[src/rtl/sys_bridge_mc.sv]
// sys_bridge_mc: MIPS data-port bridge to N devices with lane steering,
// req/ack handshake with timeout, and synchronised interrupt aggregation.
module sys_bridge_mc #(
  parameter int N_DEV   = 4,
  parameter int SEL_W   = 2,
  parameter int SEL_LO  = 8,
  parameter int DEV_AW  = 2,
  parameter int TIMEOUT = 16
) (
  input  logic                  CLK_I,
  input  logic                  RST_I,
  input  logic                  PrReq_I,
  input  logic                  PrWE_I,
  input  logic [31:2]           PrAddr_I,
  input  logic [31:0]           PrWD_I,
  input  logic [3:0]            BE_I,
  output logic [31:0]           PrRD_O,
  output logic                  PrBusy_O,
  output logic                  PrDone_O,
  output logic                  PrErr_O,
  output logic [N_DEV-1:0]      DEV_Req_O,
  output logic                  DEV_WE_O,
  output logic [3:0]            DEV_BE_O,
  output logic [DEV_AW-1:0]     DEV_Addr_O,
  output logic [31:0]           DEV_WD_O,
  input  logic [N_DEV*32-1:0]   DEV_RD_I,
  input  logic [N_DEV-1:0]      DEV_Ack_I,
  input  logic [N_DEV-1:0]      DEV_Int_I,
  output logic [N_DEV-1:0]      HWInt_O
);
  localparam int CW = $clog2(TIMEOUT + 1);
  typedef enum logic [1:0] {IDLE, ACCESS, DONE} state_t;
  state_t           state;
  logic [SEL_W-1:0] sel, sel_in;
  logic [CW-1:0]    cnt;
  logic [31:0]      steer, rd_mux;
  logic             legal, ack, unused;
  logic [N_DEV-1:0] int_meta;
  assign sel_in = PrAddr_I[SEL_LO+SEL_W-1:SEL_LO];
  assign legal  = (BE_I inside {4'b1111, 4'b0011, 4'b1100, 4'b0001, 4'b0010, 4'b0100, 4'b1000})
                  && (int'(sel_in) < N_DEV);
  assign steer  = BE_I == 4'b1111 ? PrWD_I :
                  BE_I == 4'b0011 ? {16'b0, PrWD_I[15:0]} :
                  BE_I == 4'b1100 ? {PrWD_I[15:0], 16'b0} :
                  BE_I == 4'b0001 ? {24'b0, PrWD_I[7:0]} :
                  BE_I == 4'b0010 ? {16'b0, PrWD_I[7:0], 8'b0} :
                  BE_I == 4'b0100 ? {8'b0, PrWD_I[7:0], 16'b0} :
                  BE_I == 4'b1000 ? {PrWD_I[7:0], 24'b0} : 32'b0;
  assign PrBusy_O = (state != IDLE) || PrReq_I;
  assign unused   = ^PrAddr_I;
  always_comb begin
    rd_mux = '0;
    ack    = 1'b0;
    for (int k = 0; k < N_DEV; k++)
      if (int'(sel) == k) begin
        rd_mux = DEV_RD_I[32*k +: 32];
        ack    = DEV_Ack_I[k];
      end
  end
  always_ff @(posedge CLK_I or posedge RST_I) begin
    if (RST_I) begin
      state      <= IDLE;
      sel        <= '0;
      cnt        <= '0;
      PrRD_O     <= '0;
      PrDone_O   <= 1'b0;
      PrErr_O    <= 1'b0;
      DEV_Req_O  <= '0;
      DEV_WE_O   <= 1'b0;
      DEV_BE_O   <= '0;
      DEV_Addr_O <= '0;
      DEV_WD_O   <= '0;
    end else begin
      case (state)
        IDLE: if (PrReq_I) begin
          sel        <= sel_in;
          DEV_WE_O   <= PrWE_I;
          DEV_BE_O   <= BE_I;
          DEV_Addr_O <= PrAddr_I[DEV_AW+1:2];
          DEV_WD_O   <= steer;
          cnt        <= '0;
          if (legal) begin
            state     <= ACCESS;
            DEV_Req_O <= N_DEV'(1) << sel_in;
          end else begin
            state    <= DONE;
            PrDone_O <= 1'b1;
            PrErr_O  <= 1'b1;
          end
        end
        // an ack arriving on the expiry cycle takes priority over the timeout
        ACCESS: if (ack || cnt == CW'(TIMEOUT - 1)) begin
          state     <= DONE;
          DEV_Req_O <= '0;
          PrDone_O  <= 1'b1;
          PrErr_O   <= !ack;
          PrRD_O    <= ack ? (DEV_WE_O ? PrRD_O : rd_mux) : 32'hDEADBEEF;
        end else begin
          cnt <= cnt + 1'b1;
        end
        default: begin
          state    <= IDLE;
          PrDone_O <= 1'b0;
          PrErr_O  <= 1'b0;
        end
      endcase
    end
  end
  always_ff @(posedge CLK_I or posedge RST_I) begin
    if (RST_I) {HWInt_O, int_meta} <= '0;
    else {HWInt_O, int_meta} <= {int_meta, DEV_Int_I};
  end
endmodule

[config.mk]
export PLATFORM = sky130hd
export DESIGN_NAME = sys_bridge_mc
export DESIGN_NICKNAME = d
export VERILOG_FILES = /design/src/rtl/sys_bridge_mc.sv
export SDC_FILE = /design/constraint.sdc
export NUM_CORES = 1
export LEC_CHECK = 0
export ABC_AREA = 1
export BUFFER_PORTS_ARGS = -buffer_cell sky130_fd_sc_hd__buf_2
export CAP_MARGIN = 20
export CORE_MARGIN = 4
export CORE_UTILIZATION = 41
export CTS_BUF_LIST = sky130_fd_sc_hd__clkbuf_8
export DETAILED_ROUTE_END_ITERATION = 6
export PLACE_DENSITY = 0.79
export SYNTH_ARGS = -nofsm -noshare
export SYNTH_HDL_FRONTEND = slang
export SYNTH_SLANG_ARGS = --single-unit
[constraint.sdc]
create_clock -name CLK_I -period 2.54 [get_ports CLK_I]
set_clock_uncertainty 0.2 [all_clocks]
set_input_delay 0.127 -clock CLK_I [delete_from_list [all_inputs] [get_ports CLK_I]]
set_output_delay 0.127 -clock CLK_I [all_outputs]
set_load 0.1 [all_outputs]
==> results_dict.tcl, run 1 <==
set metrics [dict create \
    timing.final.crit_period_ps 2460 \
    drt_pass1_iterations 7 \
    cap_violations 0 \
    initial_core_util 0.423 \
    slowest_stage "dlygate4sd3_1" \
    synth_compound_area_frac 0.137 \
    path_cells "dlygate4sd3_1, buf_2, nand2_1, inv_2, nand2_1, clkinvlp_4, a21oi_1, a21oi_1, dlygate4sd3_1" \
    crit_type "in2reg" \
    post-place-cells 1051 \
    ys_warn_count 0 \
    synthMuxAreaShare 0 \
    power.density_nw_per_um2 1400 \
    clk_pin_slew_ps 90 \
    place_ws_ps 389 \
    reg2reg_slack_ps 150 \
    chipWidth_um 117 \
    hold_viol_final 0 \
    nNetsFinal 1278 \
    whs_ps 6.83 \
    relSlewSlack 0.609 \
    crit_path_end_kind "flip-flop" \
    synthDistinctLibCells 31 \
    fin_util 0.702 \
    synth_edf_count 0 \
    grt_max_degree 56 \
    final_cells 1219 \
    seqCellArea_um2 2350 \
    multiInputGateArea_um2 2260 \
    area_growth_pct 66.1 \
    wl_per_cell_um 18.0 \
    drive_above_1_share 0.295 \
    critPathMaxFanout 17 \
    total_power_mw 11.4 \
    grtUsageTotal 0.311 \
    rsz0062_at_grt "no" \
    finalSetupTns_ps 0 \
    cp_data_required_time_ps 2590 \
    vias 6672 \
    synth_top_family_by_area "simple AND/OR/NAND/NOR gates" \
    io_pins 288 \
    arrival_ps 2510 \
    dp_hpwl_um 12600 \
    violations "DRC" \
    antenna_found_initial 2 \
    fin_area_um2 8120 \
    min_path_type "in2reg" \
    clock_path_buffers 2 \
    setup-violations-final 0 \
    cts_num_sinks 94 \
    postSynthCellCount 660 \
    grt_overflow 0 \
    numCtsBuffers 9 \
    synth_flop_cell "dfrtp_1" \
    drc 1 \
    yosys.area_share.simple 0.316 \
    postRouteAntennaNets 0 \
    yosysSeqAreaShare 0.481 \
    fmax_mhz 406 \
    avgSynthCellArea_um2 7.41 \
    grt_pass1_vias 6555 \
    synthAdderAreaFrac 0.00512 \
    place_area_um2 6370 \
    status "complete, but fails checks" \
    drt-initial-drc-count 926 \
    timing.rr.end "PrRD_O[25]" \
    die_area_um2 13700 \
    post-route-period-util 0.970 \
    peakVddDrop_uv 1400 \
    nFillCells 790 \
    hold_depth 5 \
    slew_viol_final 0 \
    vias_per_cell 5.47 \
    r2r_cells 9 \
    power_leakage_nw 4.29 \
    htree_levels 3 \
    syn_nets 868 \
    wirelength_um 22000 \
    worst_slack_ps 77.1 \
    cts_tree "done" \
    grt_pass1_wl_um 33300 \
    crit_path_start_kind "input pin" \
    cp_slowest_stage_delay_ps 570 \
    hold_end "PrRD_O[8]" \
    synth_xor_area_frac 0.00179 \
    rows 39 \
    port_buffers 261 \
    core_area_um2 11600 \
    worstMarginPinSlew_ps 580 \
    root_buffer "clkbuf_8" \
    die_height_um 117 \
    place_congestion 0.888 \
    syn_area_um2 4890 \
    worst_r2r_startpoint "sel[0]" \
    synthArstFlopShare 1.00 \
    ys_seq_elements 94 \
    clock_latency_ps 360 \
    worstHoldStart "DEV_RD_I[104]" \
]
==> worst max-delay path: cells and delay by family <==
kind                   cells  cell delay (ps)
buffers and inverters      5             1690
AOI/OAI and AO/OA          2              450
and+or+nand+nor            2              240
==> final cells by class <==
type                    count  area share
repair buffers            429       0.365
flip-flops and latches     94       0.290
multi-input cells         500       0.279
well taps                 143      0.0220
clock buffers              11      0.0186
inverters                  36      0.0179
clock inverters             5     0.00801
diodes                      1    0.000308
==> metal layers <==
| layer | share of wire | global-route usage |
|---|---|---|
| met1 | 0.35 | 0.352 |
| met2 | 0.47 | 0.519 |
| met3 | 0.14 | 0.110 |
| met4 | 0.048 | 0.159 |
| met5 | 0.00059 | 0 |
==> how the worst max path moves through the flow <==
| stage | from | to | slack, ps | depth (start not counted) |
|---|---|---|---|---|
| floorplan | state[1] | DEV_Req_O[0] | 490 | 6 |
| global placement | sel[0] | PrRD_O[22] | 460 | 7 |
| detailed placement | sel[0] | PrRD_O[17] | 390 | 7 |
| CTS | sel[0] | PrRD_O[23] | 50 | 9 |
| global route | BE_I[2] | DEV_WD_O[20] | 2 | 9 |
| finish | BE_I[2] | DEV_WD_O[20] | 80 | 9 |
==> cells in the final DEF, fill, tap and decap left out, types with 3 or more instances in the layout <==
| cell | instances |
|---|---|
| o31ai_1 | 8 |
| clkbuf_8 | 11 |
| nor3_1 | 10 |
| nor2_2 | 3 |
| nand3_1 | 51 |
| inv_2 | 6 |
| a221oi_1 | 8 |
| inv_1 | 27 |
| dfrtp_1 | 93 |
| nand2_2 | 4 |
| o22ai_1 | 5 |
| o21ai_1 | 15 |
| clkinv_4 | 3 |
| nand2_1 | 257 |
| a21oi_1 | 49 |
| o21ai_0 | 33 |
| buf_4 | 15 |
| dlygate4sd3_1 | 151 |
| buf_2 | 261 |
| nor2_1 | 42 |
==> registers in the layout, indices dropped and copies added (netlist names) <==
signal and cells:
cnt 5, DEV_WE_O 1, DEV_WD_O 32, HWInt_O 4
PrErr_O 1, state 2, PrRD_O 32, int_meta 4
DEV_Req_O 4, PrDone_O 1, DEV_BE_O 4, sel 2
DEV_Addr_O 2
==> cell usage after synthesis (2+ instances only) <==
cell | instances | area, µm²
o31ai_1 | 8 | 60.1
o21ai_0 | 33 | 165
nand3b_1 | 2 | 15.0
nor3_1 | 10 | 50.1
a21oi_1 | 49 | 245
nand2_2 | 3 | 18.8
nand2_1 | 259 | 972
a221oi_1 | 8 | 70.1
buf_6 | 2 | 22.5
ha_1 | 2 | 25.0
o22ai_1 | 5 | 31.3
nand3_2 | 2 | 20.0
clkbuf_1 | 13 | 48.8
nand3_1 | 51 | 255
buf_2 | 11 | 55.1
dfrtp_1 | 94 | 2350
inv_2 | 6 | 22.5
o21ai_1 | 15 | 75.1
o221ai_1 | 2 | 17.5
buf_4 | 3 | 22.5
inv_1 | 29 | 109
nor2_1 | 44 | 165
==> power by group <==
| part | switching, mW | internal [mW] |
|---|---|---|
| Sequential | 0.393 | 2.08 |
| Combinational | 6.28 | 1.59 |
| Clock | 0.551 | 0.518 |
| Total | 7.22 | 4.18 |
==> cells by family (layout without fill, tap and decap cells) <==
group	after synthesis	in the layout
other	0	1
adder cells (fa/ha/maj)	2	2
buffers and inverters	66	481
XOR/XNOR	1	1
AND/OR/NAND/NOR	376	376
flip-flops	94	94
AO/OA/AOI/OAI	121	121
==> repair_timing <==
action,in CTS,in global routing
buffers inserted,0,0
endpoints found under the hold margin,174,0
gates resized for setup,0,9
endpoints found under the setup margin,0,8
hold buffers,151,0
Power figures use the tool's default switching activity.
==> run 2, diff against run 1 <==
SETUP_SLACK_MARGIN = 0.15   (was unset)
==> run 2 against run 1 <==
Against the previous run:
- the run ends with DRC, hold timing left
- combinational power down 2%
- final area up 0.12%
- clock power is essentially flat
- die area stayed put
- fmax is 7.2% higher
- total power down 1.2%
- final cell count grew 0.33%
- flip-flop and latch count stayed put
- register-to-register slack better by 120 ps
- critical path depth unchanged
- via count fell by 1.9%
- critical endpoint is now DEV_WD_O[13]
- largest cell class unchanged
==> results_dict.tcl, run 2 (same netlist as run 1, synthesis figures left out) <==
set metrics [dict create \
    status "complete, but fails checks" \
    violations "DRC, hold timing" \
    grtUsageTotal 0.315 \
    final_cells 1223 \
    power.switching_mw 7.18 \
    root_buffer "clkbuf_8" \
    die_height_um 117 \
    postRouteAntennaNets 0 \
    vias_per_cell 5.35 \
    peakVddDrop_uv 1250 \
    total_power_mw 11.3 \
    pwr-share-comb 0.685 \
    pwr-share-seq 0.219 \
    drt-initial-drc-count 811 \
    fmax_mhz 435 \
    wl_per_cell_um 17.9 \
    grt_pass1_wl_um 33500 \
    clk_pin_slew_ps 100 \
    htree_levels 3 \
    drive_above_1_share 0.291 \
    hold_viol_final 1 \
    relSlewSlack 0.653 \
    crit_path_start_kind "input pin" \
    critPathMaxFanout 10 \
    antenna_found_initial 4 \
    cp_data_required_time_ps 2600 \
    core_area_um2 11600 \
    reg2reg_slack_ps 270 \
    whs_ps -1.20 \
    cts_tree "done" \
    clock_path_buffers 2 \
    crit_type "in2reg" \
    drc 1 \
    vias 6548 \
    timing.final.crit_period_ps 2300 \
    cts_num_sinks 94 \
    initial_core_util 0.423 \
    swShare 0.637 \
    wirelength_um 21900 \
    place_area_um2 6370 \
    place_congestion 0.888 \
    drt_pass1_iterations 7 \
    post-route-period-util 0.905 \
    finalSetupTns_ps 0 \
    final_cell_mix "buf_2 (261), nand2_1 (258), dlygate4sd3_1 (153), dfrtp_1 (93), nand3_1 (51)" \
    min_path_type "in2reg" \
    power.density_nw_per_um2 1390 \
    intPower_mw 4.09 \
    die_area_um2 13700 \
    fin_area_um2 8130 \
    setup-violations-final 0 \
    chipWidth_um 117 \
    rsz0062_at_grt "yes" \
    grt_pass1_vias 6543 \
    dp_hpwl_um 12600 \
    power_leakage_nw 4.30 \
    worstMarginPinSlew_ps 515 \
    area_growth_pct 66.3 \
    grt_max_degree 56 \
    clock_latency_ps 370 \
    arrival_ps 2360 \
    crit_path_end_kind "flip-flop" \
    post-place-cells 1051 \
    grt_overflow 0 \
    slew_viol_final 0 \
    clkPwrFrac 0.096 \
    nNetsFinal 1280 \
    final_common_cell "buf_2" \
    io_pins 288 \
    reg_top3 "DEV_WD_O: 32 flops, PrRD_O: 32 flops, cnt: 5 flops" \
    port_buffers 261 \
    rows 39 \
    cap_violations 0 \
    nFillCells 803 \
    numCtsBuffers 9 \
]
[run 2: cell count changes in the layout (fill, tap and decap cells not counted), sizes merged]
| cell | previous run | this run |
|---|---|---|
| diode | 1 | 3 |
| dlygate4sd3 | 151 | 153 |
| clkinv | 3 | 4 |
| clkinvlp | 2 | 1 |
[run 2: final timing paths]
path / from / end / cells after the start
min in group asynchronous: RST_I / int_meta[3] / 3
hold / removal: DEV_RD_I[104] / PrRD_O[8] / 5
hold reg to reg: int_meta[2] / HWInt_O[2] / 0
max in group asynchronous: RST_I / PrRD_O[29] / 4
setup / recovery: BE_I[2] / DEV_WD_O[13] / 9
setup reg to reg: sel[1] / PrRD_O[22] / 8
[run 2: critical path: stages]
cell	delay, ps
dlygate4sd3_1	560
buf_2	140
nand2_1	90
inv_2	100
nand2_1	90
nand2_1	230
a221oi_1	370
dlygate4sd3_1	610
nor2_1	40
[run 2: routing by layer]
metal	wire length, µm	GRT usage
met5	13	0
met4	1160	0.175
met3	2700	0.111
met2	10300	0.521
met1	7720	0.354
[run 2: metrics by stage]
step	worst slack (ps)	utilization	hold WS (ps)
floorplan	493	-	-41.6
global placement	460	0.551	-105
detailed placement	389	0.551	-99.9
CTS	188	0.702	2.45
global route	127	0.703	18.6
finish	242	0.703	-1.20
[run 2: power by group through the flow]
stage	combinational [mW]	clock, mW	sequential, mW
floorplan	2.01	0	6.33
global placement	7.22	0	2.45
detailed placement	7.29	0	2.46
CTS	7.53	1.10	2.44
global route	8.13	1.17	2.54
finish	7.72	1.08	2.47
[run 2: timing repair]
item | CTS | global route
setup buffers | 0 | 0
hold buffers | 153 | 0
gates resized for setup | 0 | 2
hold endpoints to repair | 174 | 0
setup endpoints to repair | 0 | 6
[run 2: area by class of cell]
class	count	area (µm²)	area share
antenna	3	7.51	0.000923
clock buffer	11	151	0.0186
clock inverter	5	65.1	0.00800
inverter	36	139	0.0171
multi-input combinational	500	2260	0.278
sequential	94	2350	0.289
tap	143	179	0.0220
timing repair buffer	431	2980	0.366
==> run 3, diff against run 2 <==
ABC_AREA = unset   (was 1)
CORE_UTILIZATION = 40   (was 41)
MAX_ROUTING_LAYER = met4   (was unset)
PLACE_DENSITY = 0.78   (was 0.79)
==> run 3 against run 2 <==
Against the previous run:
- the flow now finishes without violations
- synthesized cell count down 42%
- global-route usage down 6.0 points
- total power down 6.8%
- combinational power down 7.6%
- die area down 1.4%
- via count down 27%
- sequential share of layout area up 4.9 points
- first-iteration DRC count down 65%
- flip-flop and latch count unchanged
- utilization down 9.6 points
- routed wire length down 21%
- hold slack better by 18 ps
- critical path type is now reg2reg
==> results_dict.tcl, run 3 <==
set metrics [dict create \
    status "completed" \
    swShare 0.615 \
    slowest_stage "dlygate4sd3_1" \
    peakVddDrop_uv 1660 \
    crit_buf_inv 1 \
    arrival_ps 2480 \
    antenna_found_initial 3 \
    yosysTopAreaCell "dfrtp_1" \
    reg_top3 "DEV_WD_O: 32 flops, PrRD_O: 32 flops, cnt: 5 flops" \
    postSynthCellCount 384 \
    final_common_cell "buf_2" \
    htree_levels 3 \
    dp_hpwl_um 12200 \
    wirelength_um 17200 \
    syn_area_um2 4700 \
    fin_area_um2 6960 \
    synth_top_area_frac 0.500 \
    clkPwrFrac 0.089 \
    numCtsBuffers 9 \
    die_area_um2 13600 \
    core_area_um2 11500 \
    synth_edf_count 0 \
    syn_nets 592 \
    drt_pass1_iterations 5 \
    worstMarginPinSlew_ps 794 \
    wl_per_cell_um 20.2 \
    fin_util 0.607 \
    synthTopCellsByCount "dfrtp_1 (94), nand2_1 (36), nor2_1 (36)" \
    clock_latency_ps 360 \
    clock_path_buffers 2 \
    crit_path_end_kind "flip-flop" \
    rows 39 \
    setup-violations-final 0 \
    rsz0062_at_grt "yes" \
    drt-initial-drc-count 287 \
    ys_seq_elements 94 \
    pwr-share-seq 0.232 \
    finalSetupTns_ps 0 \
    cts_num_sinks 94 \
    drc 0 \
    cp_slowest_stage_delay_ps 610 \
    synth_flop_cell "dfrtp_1" \
    critPathTopFamily "simple AND/OR/NAND/NOR gates" \
    grt_max_degree 54 \
    avgSynthCellArea_um2 12.2 \
    place_area_um2 6140 \
    chipWidth_um 116 \
    grt_pass1_vias 5091 \
    grtUsageTotal 0.255 \
    synthDistinctLibCells 45 \
    clk_pin_slew_ps 100 \
    vias_per_cell 5.60 \
    timing.final.crit_period_ps 2420 \
    total_power_mw 10.5 \
    nNetsFinal 908 \
    post-route-period-util 0.953 \
    vias 4768 \
    postRouteAntennaNets 0 \
    hold_viol_final 0 \
    path_cells "nand2b_1, or2_2, a221oi_1, dlygate4sd3_1, nor2_1" \
    worst_slack_ps 120 \
    ys_warn_count 0 \
    power_leakage_nw 3.32 \
    cts_tree "done" \
    place_ws_ps 97.0 \
    yosysSeqAreaShare 0.500 \
    die_height_um 116 \
    root_buffer "clkbuf_8" \
    post-place-cells 771 \
    fmax_mhz 413 \
    slew_viol_final 0 \
    relSlewSlack 0.471 \
    drive_above_1_share 0.489 \
    final_cell_mix "buf_2 (261), dfrtp_1 (93), dlygate4sd3_1 (61), nand2_1 (36), nor2_1 (35)" \
    port_buffers 261 \
    crit_path_start_kind "flip-flop" \
    io_pins 288 \
    grt_pass1_wl_um 25600 \
    grt_overflow 0 \
    initial_core_util 0.410 \
    power.switching_mw 6.46 \
    final_cells 851 \
    whs_ps 16.4 \
    power.density_nw_per_um2 1510 \
    cap_violations 0 \
    intPower_mw 4.05 \
    yosys-top-cells-area "dfrtp_1 (50%), mux4_2 (16%), o22a_1 (4.7%)" \
    crit_type "reg2reg" \
    synthArstFlopShare 1.00 \
    post-synth-top-count-cell "dfrtp_1" \
    min_path_type "in2reg" \
    area_growth_pct 48.1 \
    cp_data_required_time_ps 2600 \
    critPathMaxFanout 22 \
    pwr-share-comb 0.679 \
    place_congestion 0.866 \
]
-- run 3: changes by cell type after synthesis, sizes merged, moves of 21 or more --
| cell | delta |
|---|---|
| a21oi | -45 |
| o21ai | -26 |
| mux4 | +33 |
| o22a | +25 |
| nand2 | -226 |
| nand3 | -50 |
| inv | -21 |
-- run 3: metal layers --
layer	share of wire	global-route usage
met3	0.10	0.0513
met4	0.044	0.145
met5	0	-
met2	0.51	0.439
met1	0.35	0.273
-- run 3: cell families (layout without fill, tap and decap cells) --
| logic type | Yosys count | count (layout) | share of synthesized area |
|---|---|---|---|
| adders and majority gates | 2 | 2 | 0.00532 |
| other | 0 | 3 | 0 |
| muxes | 39 | 39 | 0.171 |
| DFF | 94 | 94 | 0.500 |
| buffers and inverters | 46 | 367 | 0.0476 |
| and+or+nand+nor | 107 | 107 | 0.108 |
| AOI/OAI and AO/OA | 96 | 96 | 0.167 |
-- run 3: what timing repair did --
action | in CTS | in global routing
pin swaps | 0 | 0
hold buffers | 61 | 0
setup endpoints to repair | 2 | 4
setup buffers | 0 | 0
hold endpoints to repair | 150 | 0
gates resized for setup | 1 | 3
-- run 3: layout make-up --
cell class              instances  area (µm²)
flip-flops and latches         94        2350
repair buffers                336        2030
fillers                       898        4510
clock buffers                  10         138
inverters                      15        60.1
diodes                          3        7.51
well taps                     143         179
clock inverters                 6        46.3
multi-input cells             244        2140
-- run 3: path summary, 6_finish.rpt --
path                                     from            to  slack, ps  depth (start not counted)
worst max-delay path                 state[0]  DEV_WD_O[17]        120                          5
worst min-delay path            DEV_RD_I[106]    PrRD_O[10]         20                          3
worst max register to register       state[0]  DEV_WD_O[17]        120                          5
worst min register to register    int_meta[2]    HWInt_O[2]        150                          0
max in group asynchronous               RST_I        sel[0]       1350                          4
min in group asynchronous               RST_I     PrRD_O[7]        100                          3
-- run 3: tightest hold or removal path: stages --
cell and delay, ps:
buf_2 80, mux4_2 220, o22a_1 120
-- run 3: power by group through the flow --
stage	Combinational [mW]	Clock [mW]	Sequential, mW
detailed placement	7.00	0	2.45
global placement	6.91	0	2.42
global route	7.38	1.03	2.51
finish	7.13	0.933	2.44
floorplan	1.85	0	6.35
CTS	7.10	0.968	2.43
